**src/rtl/rr_arb_n.sv**
```systemverilog
// rr_arb_n: parametrised round-robin arbiter with burst credit and packet lock.
//
// Ports:
//   clks        clock, all logic on rising edge
//   reset       asynchronous active-high reset
//   req         per-channel request (level)
//   weight      per-channel burst credit, channel i at [i*WT_W +: WT_W]; 0 acts as 1
//   lock_en     packet mode: grant held until a transfer with eop=1
//   eop         end-of-packet qualifier, sampled only on a transfer
//   gnt_rdy     downstream accepts the current transfer
//   gnt_vld     registered grant valid
//   gnt_num     registered granted channel index
//   gnt_onehot  one-hot of gnt_num, all zero when gnt_vld=0
module rr_arb_n #(
    parameter int unsigned REQ_NUM   = 8,
    parameter int unsigned REQ_NUM_W = 3,
    parameter int unsigned WT_W      = 4
) (
    input  logic                    clks,
    input  logic                    reset,
    input  logic [REQ_NUM-1:0]      req,
    input  logic [REQ_NUM*WT_W-1:0] weight,
    input  logic                    lock_en,
    input  logic                    eop,
    input  logic                    gnt_rdy,
    output logic                    gnt_vld,
    output logic [REQ_NUM_W-1:0]    gnt_num,
    output logic [REQ_NUM-1:0]      gnt_onehot
);

    typedef enum logic {IDLE, HOLD} state_t;

    state_t               state_q, state_d;
    logic [REQ_NUM_W-1:0] ptr_q, ptr_d;
    logic [REQ_NUM_W-1:0] gnt_num_q, gnt_num_d;
    logic                 gnt_vld_q, gnt_vld_d;
    logic [WT_W-1:0]      credit_q, credit_d;

    logic [REQ_NUM_W-1:0] base;
    logic [REQ_NUM_W-1:0] win;
    logic                 any_req;
    logic [WT_W-1:0]      win_credit;
    logic [WT_W-1:0]      credit_dec;
    logic                 xfer;
    logic                 unit_done;
    logic                 stay;
    int unsigned          idx;
    logic [REQ_NUM_W-1:0] idx_w;

    // A release re-arbitrates against the channel being released, which is
    // the value ptr takes on that same edge; in IDLE the stored ptr is used.
    assign base = (state_q == HOLD) ? gnt_num_q : ptr_q;

    // First requester strictly after base, wrapping modulo REQ_NUM; base
    // itself is examined last so it has lowest priority.
    always_comb begin
        win     = '0;
        any_req = 1'b0;
        idx     = 0;
        idx_w   = '0;
        for (int unsigned i = 1; i <= REQ_NUM; i++) begin
            idx = int'(base) + i;
            if (idx >= REQ_NUM) begin
                idx = idx - REQ_NUM;
            end
            idx_w = REQ_NUM_W'(idx);
            if (!any_req && req[idx_w]) begin
                win     = idx_w;
                any_req = 1'b1;
            end
        end
    end

    always_comb begin
        win_credit = '0;
        for (int unsigned j = 0; j < REQ_NUM; j++) begin
            if (REQ_NUM_W'(j) == win) begin
                win_credit = weight[j*WT_W +: WT_W];
            end
        end
        if (win_credit == '0) begin
            win_credit = WT_W'(1);
        end
    end

    assign xfer       = gnt_vld_q & gnt_rdy;
    assign unit_done  = xfer & (~lock_en | eop);
    assign credit_dec = credit_q - WT_W'(1);
    assign stay       = (credit_dec != '0) & req[gnt_num_q] & ~lock_en;

    always_comb begin
        state_d   = state_q;
        ptr_d     = ptr_q;
        gnt_num_d = gnt_num_q;
        gnt_vld_d = gnt_vld_q;
        credit_d  = credit_q;
        case (state_q)
            IDLE: begin
                gnt_vld_d = 1'b0;
                if (any_req) begin
                    gnt_num_d = win;
                    gnt_vld_d = 1'b1;
                    credit_d  = win_credit;
                    state_d   = HOLD;
                end
            end
            HOLD: begin
                if (unit_done) begin
                    credit_d = credit_dec;
                    if (!stay) begin
                        ptr_d = gnt_num_q;
                        if (any_req) begin
                            gnt_num_d = win;
                            gnt_vld_d = 1'b1;
                            credit_d  = win_credit;
                        end else begin
                            gnt_vld_d = 1'b0;
                            state_d   = IDLE;
                        end
                    end
                end
            end
            default: begin
                state_d   = IDLE;
                gnt_vld_d = 1'b0;
            end
        endcase
    end

    always_ff @(posedge clks or posedge reset) begin
        if (reset) begin
            state_q   <= IDLE;
            ptr_q     <= REQ_NUM_W'(REQ_NUM - 1);
            gnt_num_q <= '0;
            gnt_vld_q <= 1'b0;
            credit_q  <= '0;
        end else begin
            state_q   <= state_d;
            ptr_q     <= ptr_d;
            gnt_num_q <= gnt_num_d;
            gnt_vld_q <= gnt_vld_d;
            credit_q  <= credit_d;
        end
    end

    always_comb begin
        gnt_onehot = '0;
        if (gnt_vld_q) begin
            gnt_onehot[gnt_num_q] = 1'b1;
        end
    end

    assign gnt_vld = gnt_vld_q;
    assign gnt_num = gnt_num_q;

endmodule

```
**config.mk**
```make
export PLATFORM = sky130hd
export DESIGN_NAME = rr_arb_n
export DESIGN_NICKNAME = d
export VERILOG_FILES = /design/src/rtl/rr_arb_n.sv
export SDC_FILE = /design/constraint.sdc
export NUM_CORES = 1
export LEC_CHECK = 0
export BUFFER_PORTS_ARGS = -buffer_cell sky130_fd_sc_hd__buf_2
export CORE_ASPECT_RATIO = 2
export CORE_UTILIZATION = 55
export DETAILED_ROUTE_END_ITERATION = 16
export GPL_TIMING_DRIVEN = 0
export PLACE_DENSITY = 0.83
export SYNTH_ARGS = -nofsm -noshare
export SYNTH_HDL_FRONTEND = slang
export SYNTH_SLANG_ARGS = --single-unit
```
**constraint.sdc**
```tcl
create_clock -name clks -period 10.7 [get_ports clks]
set_clock_uncertainty 0.1 [all_clocks]
set_input_delay 0 -clock clks [delete_from_list [all_inputs] [get_ports clks]]
set_output_delay 0 -clock clks [all_outputs]
set_load 0.02 [all_outputs]
```
Yosys cells after proc, flatten, opt, wreduce, memory -nomap -nowiden. Index checks and enable logic that the tools add are counted.

Reductions and logical operators: 21. Bitwise operators: 8. Shifts and indexed selects: 0. $add $sub $neg: 17. Order comparisons: 18. Equal/unequal tests: 10. Muxes and demuxes: 71. Div/mod/pow operators: 0. Multiply operators: 0.

Operator list (number): $mux W3 (20); $mux W4 (13); $lt A3 B4 Y1 const B (9); $ge A4 B4 Y1 const B (7); $bmux W1 S3 (9); $sub A3 B1 Y3 const B (8); $mux W1 (23); $add A3 B3 Y4 const B (4); $eq A3 B3 Y1 const A (4); $add A3 B2 Y4 const B (2); $logic_and A1 B1 Y1 (8); $mux W8 (1); $pmux W4 S2 (1); $logic_not A1 Y1 (7); $eq A2 B3 Y1 const A (2); $pmux W3 S2 (1); $add A3 B4 Y5 const B (1); $ge A5 B4 Y1 const B (1); $add A3 B1 Y4 const B (1); $and A1 B1 Y1 (4); $logic_not A4 Y1 (1); $ne A2 B2 Y1 const B (2); $pmux W1 S2 (2); $reduce_and A2 Y1 (2); 10 further kinds (12).

Bits in writable memories: 0. Input port bits: 45. Latch bits: 0. Bits in registers: 12. Word-level logic and storage cells: 150. ROM bits: 0. Memories kept: 0.

Logic depth before layout (Yosys ltp). Gate-level depths: netlist of the first run.

Depth after elaboration: 43. Mapped depth: 15. Gate-level depth less buffers: 12.

Least setup slack after synthesis of the first run. OpenSTA, ideal clock, no wires.

Path type: reg-to-reg. From: register gnt_num_q[1], in the netlist gnt_num[1]. To: register credit_q[0]. Cell stages (with the launch flop): 15. Path buffers: 2. Arrival time: 4.005 ns. Slack: 6.527 ns. Clock period less this slack: 4.173 ns. Cell sequence: dfrtp_1 -> clkbuf_1 -> mux2i_1 -> inv_2 -> ha_1 -> xnor2_1 -> mux4_2 -> o21ai_0 -> a31oi_1 -> or3_1 -> buf_4 -> a41oi_1 -> o21ai_1 -> a2111oi_2 -> a32o_1.

Longest elaborated chain between the ends: 43.

Ends and longest elaborated chain: start: declaration (line 35) `logic [REQ_NUM_W-1:0] gnt_num_q, gnt_num_d;`; start signal: assignment (line 140) `gnt_num_q <= gnt_num_d;`; $mux W3 (line 52) `assign base = (state_q == HOLD) ? gnt_num_q : ptr_q;`; $add A3 B1 Y4 (line 62) `idx = int'(base) + i;`; $ge A4 B4 Y1 / $sub A3 B1 Y3 (equally long branches) (line 63, 64); $mux W3 (line 63) `if (idx >= REQ_NUM) begin`; $bmux W1 S3 (line 67) `if (!any_req && req[idx_w]) begin`; $mux W1 (not written as such) (line 67); $mux W1 (line 67); $logic_not A1 Y1 (line 67); [... 20 more ...]; $logic_not A3 Y1 (line 77) `if (REQ_NUM_W'(j) == win) begin`; $mux W4 (8 in a row) (line 77); $logic_not A4 Y1 (line 81) `if (win_credit == '0) begin`; $mux W4 (line 81); $mux W4 (line 112) `if (any_req) begin`; $mux W4 (line 110) `if (!stay) begin`; $mux W4 (line 108) `if (unit_done) begin`; $pmux W4 S2 (line 97) `case (state_q)`; end signal: assignment (line 142) `credit_q <= credit_d;`; end: declaration (line 37) `logic [WT_W-1:0] credit_q, credit_d;`.

Parallel ways exist; a longest one is shown, timed or not. The select of a mux whose other input is x is not followed. A chain may end at the register's enable or synchronous reset.

Worst setup path after layout of the first run. Ends and elaborated chain as after synthesis.

==> results of run 1 <==
==> Yosys cell counts, drive strengths merged (5+ instances only) <==
cell / instances
mux2i: 27
nand2: 26
o21ai: 17
nor2: 16
mux4: 13
inv: 12
mux2: 12
a21oi: 9
dfrtp: 9
buf: 8
nand3: 8
nor3: 7
o22ai: 5
==> registers in the layout (all words and copies together), names as in the netlist <==
| name | count |
|---|---|
| credit_q | 4 |
| gnt_num | 3 |
| gnt_vld | 1 |
| ptr_q | 3 |
| state_q | 1 |
==> cells by family (layout without fill, tap and decap cells) <==
| kind of cell | count (synthesis) | after routing | synth area share |
|---|---|---|---|
| adder cells (fa/ha/maj) | 4 | 4 | 0.0237 |
| AO/OA/AOI/OAI | 65 | 65 | 0.225 |
| buffers and inverters | 24 | 85 | 0.0604 |
| XOR/XNOR | 3 | 3 | 0.0213 |
| flip-flops | 12 | 12 | 0.144 |
| AND/OR/NAND/NOR | 78 | 78 | 0.182 |
| multiplexers | 52 | 52 | 0.344 |
==> worst max-delay path, stage by stage (launching register included) <==
cell       delay [ns]
dfrtp_1          0.37
clkbuf_1         0.23
mux2i_1          0.74
inv_2            0.23
ha_1             0.29
xnor2_1          0.54
mux4_2           0.64
o21ai_0          0.12
a31oi_1          0.09
or3_1            0.38
buf_4            0.19
a41oi_1          0.21
o21ai_1          0.15
a2111oi_2        0.37
a32o_1           0.22
==> metrics by stage <==
step,area [sq um],utilization,setup WS (ns),hold slack (ns)
3_5_place_dp,2450,0.673,5.83,-0.0851
2_1_floorplan,2110,-,6.53,-0.237
4_1_cts,2510,0.688,5.81,0.103
3_3_place_gp,2450,0.673,5.94,-0.0987
6_report,2510,0.688,5.77,0.122
5_1_grt,2510,0.688,5.33,0.155
==> what timing repair did <==
| action | 4_1_cts | 5_1_grt |
|---|---|---|
| buffers inserted | 0 | 0 |
| resized for setup | 0 | 0 |
| hold buffers | 1 | 0 |
| endpoints found under the hold margin | 12 | 0 |
==> worst paths after layout <==
| kind | startpoint | end | slack [ns] | depth (start not counted) |
|---|---|---|---|---|
| max | gnt_num[1]$_DFFE_PP0P_ | credit_q[0]$_DFFE_PP0P_ | 5.77 | 14 |
| min | weight[6] | credit_q[2]$_DFFE_PP0P_ | 0.12 | 5 |
| max reg2reg | gnt_num[1]$_DFFE_PP0P_ | credit_q[0]$_DFFE_PP0P_ | 5.77 | 14 |
| min reg2reg | credit_q[3]$_DFFE_PP0P_ | credit_q[3]$_DFFE_PP0P_ | 0.51 | 2 |
| max in group asynchronous | reset | ptr_q[0]$_DFFE_PP1P_ | 9.95 | 3 |
| min in group asynchronous | reset | gnt_num[2]$_DFFE_PP0P_ | 0.21 | 3 |
==> per-layer routing <==
metal  up-vias  global-route usage
met1      1046               0.306
met4         0               0.104
met5         -                   0
li1       1046                   -
met2        53               0.570
met3        14              0.0180
==> final cells by class <==
class / instances / area (sq um) / share of cell area
multi-input cells: 202 / 1680 / 0.670
flip-flops and latches: 12 / 304 / 0.121
repair buffers: 57 / 290 / 0.116
plain buffers: 12 / 82.6 / 0.0329
well taps: 49 / 61.3 / 0.0244
clock buffers: 4 / 45.0 / 0.0180
inverters: 12 / 45.0 / 0.0180
==> results.md, run 1 <==
- Vias: around 2.2k
- Total of max-cap violations: 0
- Starting density of the core: 0.579
- Die width: 45.8 um
- EDFF count, synth: 0
- CP startpoint kind: flop
- Initial antenna violation count: 0
- Unique masters post-synth: slightly below 60
- Total grt overflow: 0
- Ys flop type: dfrtp_1
- Layout filler cell count: 346
- DR iter-0 viols: 50
- Leading area contributor after synthesis: mux4_2
- Least-Margin Pin Slew: 0.861 ns
- Placed cells: 343
- CTS Buf Count: 3
- Post-layout minimum cycle time: between 4 and 5 ns
- Cell Area, Synth: 0.00211 sq mm
- Synthesized Nets: 287
- Row count: 31
- Highest routed layer: met4
- CTS H-tree depth: 1
- Reg clk slew, reported paths: 0.05 ns
- Clk buf depth: 2
- Most common cell after layout, fill and taps aside: buf_2
- Cells after Synth: 238
- Met3 wire length: 130 um
- M1 WL: 1980 um
- I/O pin cnt: 57
- Yosys top cell area share: 0.139
- Outcome: completed
- Post-synthesis sequential area ratio: 0.144
- Final Hold Vio Count: 0
- DR WL/cell: roughly 16 um
- Placer Congestion: around 0.94
- DR DRC count: 0
- Met2 wire len: 3380 um
- Setup crit end kind: flop
- DP HPWL: approximately 4700 um
- Die Y: approximately 90 um
- Die area: slightly above 0.004 sq mm
- Slew Limit Fails: 0
- Ys Warns: 0
- Core ar.: 0.00365 sq mm
- Root Buffer: clkbuf_8
- CTS tree: yes
- Final setup viols: 0
- Min-delay worst type: primary input to flop
- Via density: around 6.2
- # diodes: 0
- Most frequent cells in the layout: buf_2 (59), nand2_1 (26), mux2i_1 (24)
- Period utilization: 0.461
- Async SR Flop Fraction: 1.00
- Drt first pass iters: 4
- Slew HR: 0.410
- Crit path required time: 10.77 ns
- RSZ-0062 raised after global routing: false
- CP arrival: 5.01 ns
- Mapped Avg Cell Area: 8.87 sq um
- Layout cells sized above 1: 0.361
- First-pass GRT wire length: 8720 um
- Clk sinks: 12
- #FFs+latches synth: 12
- Area Overhead vs Synth: 18.8%
- Peak Freq: slightly above 0.2 GHz
- Final ANT Viol Nets: 0
- Clock latency on the worst-skew pair: 0.24 ns
- # nets final: around 350
- Crit path kind: flop to flop
- Largest cells by area after synthesis: mux4_2 (14%), mux2i_1 (11%), dfrtp_1 (11%), mux2_2 (5.3%), nand2_1 (4.6%)
- Pin count of the biggest net entering global routing: 13
- Final wirelength: 5630 um
- Vias in the first global route: 1937
- Fin cells: roughly 350
- CP max FO: 10
- Total GRT Usage: 0.291
- Setup TNS: 0 ns
- IO Port Bufs: 56
Power of run 1 is not shown: default switching activity piles up to over one toggle a cycle in this logic, so the estimate is an artifact.
==> run 2: changes to the inputs <==
- CORE_UTILIZATION: 55 -> 54
- PLACE_DENSITY: 0.83 -> 0.82
- clock period: 10.7 -> 5 ns (I/O delays scaled with it)
==> run 2 against run 1 <==
Effect of this change: routed wire length rose by 6.8%; die area rose by 1.8%; count of clock-buffer cells in the layout did not move; critical path type unchanged.
==> results.md, run 2 (synthesis results as in run 1) <==
- Outcome: completed
- Clk buf depth: 2 (unchanged)
- Top Family by Delay on Critical Path: compound AO/OA/AOI/OAI gates
- Reg with most FFs: credit_q
- Total grt overflow: 0 (unchanged)
- Layout filler cell count: 319 (-7.8%)
- Die area: 0.00418 sq mm (+1.8%)
- Via density: 6.31 (+1.7%)
- CTS tree: yes
- Area of the multi-input gates: 0.00169 sq mm (+0.67%)
- Slew Limit Fails: 0 (unchanged)
- Initial antenna violation count: 0 (unchanged)
- Min-delay worst type: primary input to flop
- Die width: 46.2 um (+0.87%)
- First-pass GRT wire length: 9210 um (+5.6%)
- CTS Buf Count: 3 (unchanged)
- Slew HR: 0.562 (+0.153)
- Pin count of the biggest net entering global routing: 13 (unchanged)
- CP arrival: 4.63 ns (-0.38 ns)
- CTS H-tree depth: 1 (unchanged)
- CP startpoint kind: flop
- Sequential Area: 304 sq um (unchanged)
- Clk sinks: 12 (unchanged)
- DR WL/cell: 17.3 um (+6.8%)
- Vias in the first global route: 2047 (+5.7%)
- IO Port Bufs: 56 (unchanged)
- Crit path required time: 5.07 ns (-5.70 ns)
- Reg clk slew, reported paths: 0.05 ns (about the same)
- Starting density of the core: 0.573 (-0.00610)
- Crit-path slowest cell: mux2i_2
- Final setup viols: 0 (unchanged)
- Crit path kind: flop to flop
- I/O pin cnt: 57 (unchanged)
- # nets final: 349 (unchanged)
- # diodes: 0 (unchanged)
- DR DRC count: 0 (unchanged)
- Clock latency on the worst-skew pair: 0.24 ns (about the same)
- Most frequent cells in the layout: buf_2 (59), nand2_1 (26), mux2i_1 (23)
- Most common cell after layout, fill and taps aside: buf_2
- DP HPWL: 4780 um (+2.4%)
- Root Buffer: clkbuf_8
- CP max FO: 10 (unchanged)
- Final wirelength: 6010 um (+6.8%)
- Most frequent CP cell: clkbuf_1
- Total GRT Usage: 0.293 (+0.00204)
- Area Overhead vs Synth: 19.8%
- CP cell instances: clkbuf_1 -> mux2i_2 -> ha_1 -> clkbuf_1 -> clkbuf_1 -> mux4_2 -> nand3_1 -> nor4bb_1 -> o32ai_2 -> a41oi_1 -> o21ai_1 -> a2111oi_2 -> a32o_1
- Row count: 31 (unchanged)
- Setup crit end kind: flop
- Final Hold Vio Count: 0 (unchanged)
- Layout cells sized above 1: 0.371 (+0.0100)
- Max reg flops: 4 (unchanged)
- Setup TNS: 0 ns (unchanged)
- Drt first pass iters: 4 (unchanged)
- Vias: 2196 (+1.7%)
- Total of max-cap violations: 0 (unchanged)
- Final ANT Viol Nets: 0 (unchanged)
- Post-layout minimum cycle time: 4.55 ns (-0.381 ns)
- Die Y: 90.4 um (+0.90%)
- Buf/Inv on CP: 3 (unchanged)
- Peak Freq: 0.220 GHz (+8.4%)
- Period utilization: 0.911 (+0.450)
- Number of setup buffers added after CTS: 0 (unchanged)
- DR iter-0 viols: 106 (+110%)
- RSZ-0062 raised after global routing: false
- Critical path's largest stage delay: 0.52 ns (-0.22 ns)
- Placer Congestion: 0.937 (unchanged)
- Core ar.: 0.00368 sq mm (+1.1%)
- Least-Margin Pin Slew: 0.649 ns (-0.212 ns)
## run 2: tightest hold or removal path, stage by stage
cell and delay [ns]:
buf_2 0.09, nand2_1 0.05, o211ai_1 0.12, nand2_1 0.09
a21oi_1 0.06
## run 2: routing by layer
layer,track usage,part of all wire
met5,0,0
met4,0.132,0.036
met3,0.0180,0.040
met2,0.532,0.57
met1,0.317,0.35
## run 2: what timing repair did
item                                   CTS  global route
gates resized for setup                  0             2
setup endpoints to repair                0             3
endpoints found under the hold margin   12             0
hold buffers                             1             0
## run 2: cell type report
class | count | area share
multi-input cells | 202 | 0.669
flip-flops and latches | 12 | 0.120
repair buffers | 57 | 0.115
plain buffers | 12 | 0.0326
well taps | 49 | 0.0242
clock buffers | 4 | 0.0218
inverters | 12 | 0.0178
## run 2: metrics by stage
stage          hold slack (ns)   util  std cells  worst slack, ns  area (sq um)
2_1_floorplan           -0.237      -        238            0.827          2110
3_5_place_dp           -0.0702  0.666        343            0.163          2450
3_3_place_gp           -0.0834  0.666        343            0.302          2450
5_1_grt                  0.128  0.687        348            0.167          2530
6_report                 0.112  0.687        348            0.446          2530
4_1_cts                  0.109  0.684        348            0.142          2520
## run 2: worst paths after layout
check / startpoint / to / slack, ns / cells after the start
min in group asynchronous: reset / credit_q[1]$_DFFE_PP0P_ / 0.20 / 3
max in group asynchronous: reset / ptr_q[0]$_DFFE_PP1P_ / 4.26 / 3
worst max register to register: gnt_num[1]$_DFFE_PP0P_ / credit_q[0]$_DFFE_PP0P_ / 0.45 / 13
worst min-delay path: weight[6] / credit_q[2]$_DFFE_PP0P_ / 0.11 / 5
worst max-delay path: gnt_num[1]$_DFFE_PP0P_ / credit_q[0]$_DFFE_PP0P_ / 0.45 / 13
worst min register to register: gnt_vld$_DFFE_PP0P_ / gnt_vld$_DFFE_PP0P_ / 0.51 / 2
Power of run 2 is left out for the same reason.
==> run 3: changes to the inputs <==
- SETUP_SLACK_MARGIN: not set -> 0.4
- TNS_END_PERCENT: not set -> 30
- clock period: 5 -> 4.9 ns (I/O delays scaled with it)
==> run 3 against run 2 <==
Effect of this change: first-iteration DRC count is 22% lower; via count is 1.1% lower; count of clock-buffer cells in the layout stayed put; flip-flop and latch count stayed put; non-clock buffer count stayed put; critical path type unchanged; largest cell class unchanged.
==> results.md, run 3 (synthesis results as in run 1) <==
- Reg with most FFs: credit_q
- Total GRT Usage: 0.297 (+0.00369)
- Peak Freq: 0.231 GHz (+5.3%)
- Final Hold Vio Count: 0 (unchanged)
- Vias: 2172 (-1.1%)
- CTS H-tree depth: 1 (unchanged)
- Period utilization: 0.883 (-0.0279)
- Via density: 6.24 (-1.1%)
- Die Y: 90.4 um (unchanged)
- Clk sinks: 12 (unchanged)
- Root Buffer: clkbuf_8
- DR DRC count: 0 (unchanged)
- Die width: 46.2 um (unchanged)
- CP arrival: 4.40 ns (-0.23 ns)
- Most frequent cells in the layout: buf_2 (59), nand2_1 (26), mux2i_1 (23)
- Slew HR: 0.550 (-0.0121)
- Layout filler cell count: 322 (+0.94%)
- RSZ-0062 raised after global routing: false
- Least-Margin Pin Slew: 0.667 ns (+0.0180 ns)
- Drt first pass iters: 5 (+1)
- I/O pin cnt: 57 (unchanged)
- IO Port Bufs: 56 (unchanged)
- Layout cells sized above 1: 0.381 (+0.0100)
- DR iter-0 viols: 83 (-22%)
- Pin count of the biggest net entering global routing: 13 (unchanged)
- Crit path required time: 4.97 ns (-0.10 ns)
- Area Overhead vs Synth: 20.5%
- DP HPWL: 4780 um (unchanged)
- First-pass GRT wire length: 9320 um (+1.1%)
- CTS Buf Count: 3 (unchanged)
- Max reg flops: 4 (unchanged)
- Worst R2R Setup Slack: 0.57 ns (+0.13 ns)
- Number of setup buffers added after CTS: 0 (unchanged)
- Fin worst setup slack: 0.574 ns (+0.128 ns)
- Row count: 31 (unchanged)
- # diodes: 0 (unchanged)
- Reg clk slew, reported paths: 0.05 ns (about the same)
- Final setup viols: 0 (unchanged)
- Min-delay worst type: primary input to flop
- Core ar.: 0.00368 sq mm (unchanged)
- Die area: 0.00418 sq mm (unchanged)
- Most common cell after layout, fill and taps aside: buf_2
- Setup TNS: 0 ns (unchanged)
- Final wirelength: 6110 um (+1.6%)
- Crit path kind: flop to flop
- CTS tree: yes
- CP startpoint kind: flop
- Placer Congestion: 0.937 (unchanged)
- CP max FO: 10 (unchanged)
- Total grt overflow: 0 (unchanged)
- Post-layout minimum cycle time: 4.33 ns (-0.228 ns)
- Final ANT Viol Nets: 0 (unchanged)
- Outcome: completed
- Starting density of the core: 0.573 (unchanged)
- Clk buf depth: 2 (unchanged)
- Vias in the first global route: 2050 (+0.15%)
- Clock latency on the worst-skew pair: 0.24 ns (about the same)
- Pre-CTS WS: 0.0633 ns (-0.100 ns)
- Initial antenna violation count: 0 (unchanged)
- Setup crit end kind: flop
- Slew Limit Fails: 0 (unchanged)
- Total of max-cap violations: 0 (unchanged)
- DR WL/cell: 17.6 um (+1.6%)
- # nets final: 349 (unchanged)
==> run 3: worst paths after layout <==
check / startpoint / endpoint / cells past startpoint
max: gnt_num[0]$_DFFE_PP0P_ / credit_q[0]$_DFFE_PP0P_ / 14
min: weight[6] / credit_q[2]$_DFFE_PP0P_ / 5
max reg2reg: gnt_num[0]$_DFFE_PP0P_ / credit_q[0]$_DFFE_PP0P_ / 14
min reg2reg: gnt_vld$_DFFE_PP0P_ / gnt_vld$_DFFE_PP0P_ / 2
max in group asynchronous: reset / ptr_q[0]$_DFFE_PP1P_ / 3
min in group asynchronous: reset / credit_q[1]$_DFFE_PP0P_ / 3
==> run 3: repair_timing <==
| action | 4_1_cts | 5_1_grt |
|---|---|---|
| hold buffers | 1 | 0 |
| setup endpoints to repair | 4 | 3 |
| gates resized for setup | 2 | 6 |
| endpoints found under the hold margin | 12 | 0 |
==> run 3: routing by layer <==
layer / track usage / wire, um
met1: 0.319 / 2200
met2: 0.539 / 3510
met3: 0.0180 / 197
met4: 0.137 / 198
met5: 0 / 0
==> run 3: area by class of cell <==
type,instances,area [sq um],area share
plain buffers,12,85.1,0.0334
clock buffers,4,55.1,0.0216
inverters,12,45.0,0.0177
multi-input cells,202,1700,0.670
flip-flops and latches,12,304,0.119
well taps,49,61.3,0.0241
repair buffers,57,290,0.114
==> run 3: stage by stage <==
step / hold WS, ns / cells / utilization / area [sq um]
6_report: 0.113 / 348 / 0.691 / 2540
5_1_grt: 0.128 / 348 / 0.691 / 2540
4_1_cts: 0.109 / 348 / 0.687 / 2530
3_5_place_dp: -0.0702 / 343 / 0.666 / 2450
3_3_place_gp: -0.0834 / 343 / 0.666 / 2450
2_1_floorplan: -0.237 / 238 / - / 2110
==> run 3: critical path, stage by stage, from the launching register on <==
cell and delay (ns):
dfrtp_1 0.37, buf_2 0.19, mux2i_2 0.31, buf_6 0.22, ha_1 0.26, xnor2_4 0.22
mux4_2 0.62, or3_1 0.38, a311oi_2 0.29, or3_1 0.16, buf_4 0.18, mux2i_1 0.22
o21ai_1 0.12, a2111oi_2 0.39, a32o_1 0.22
Power of run 3 is left out for the same reason.
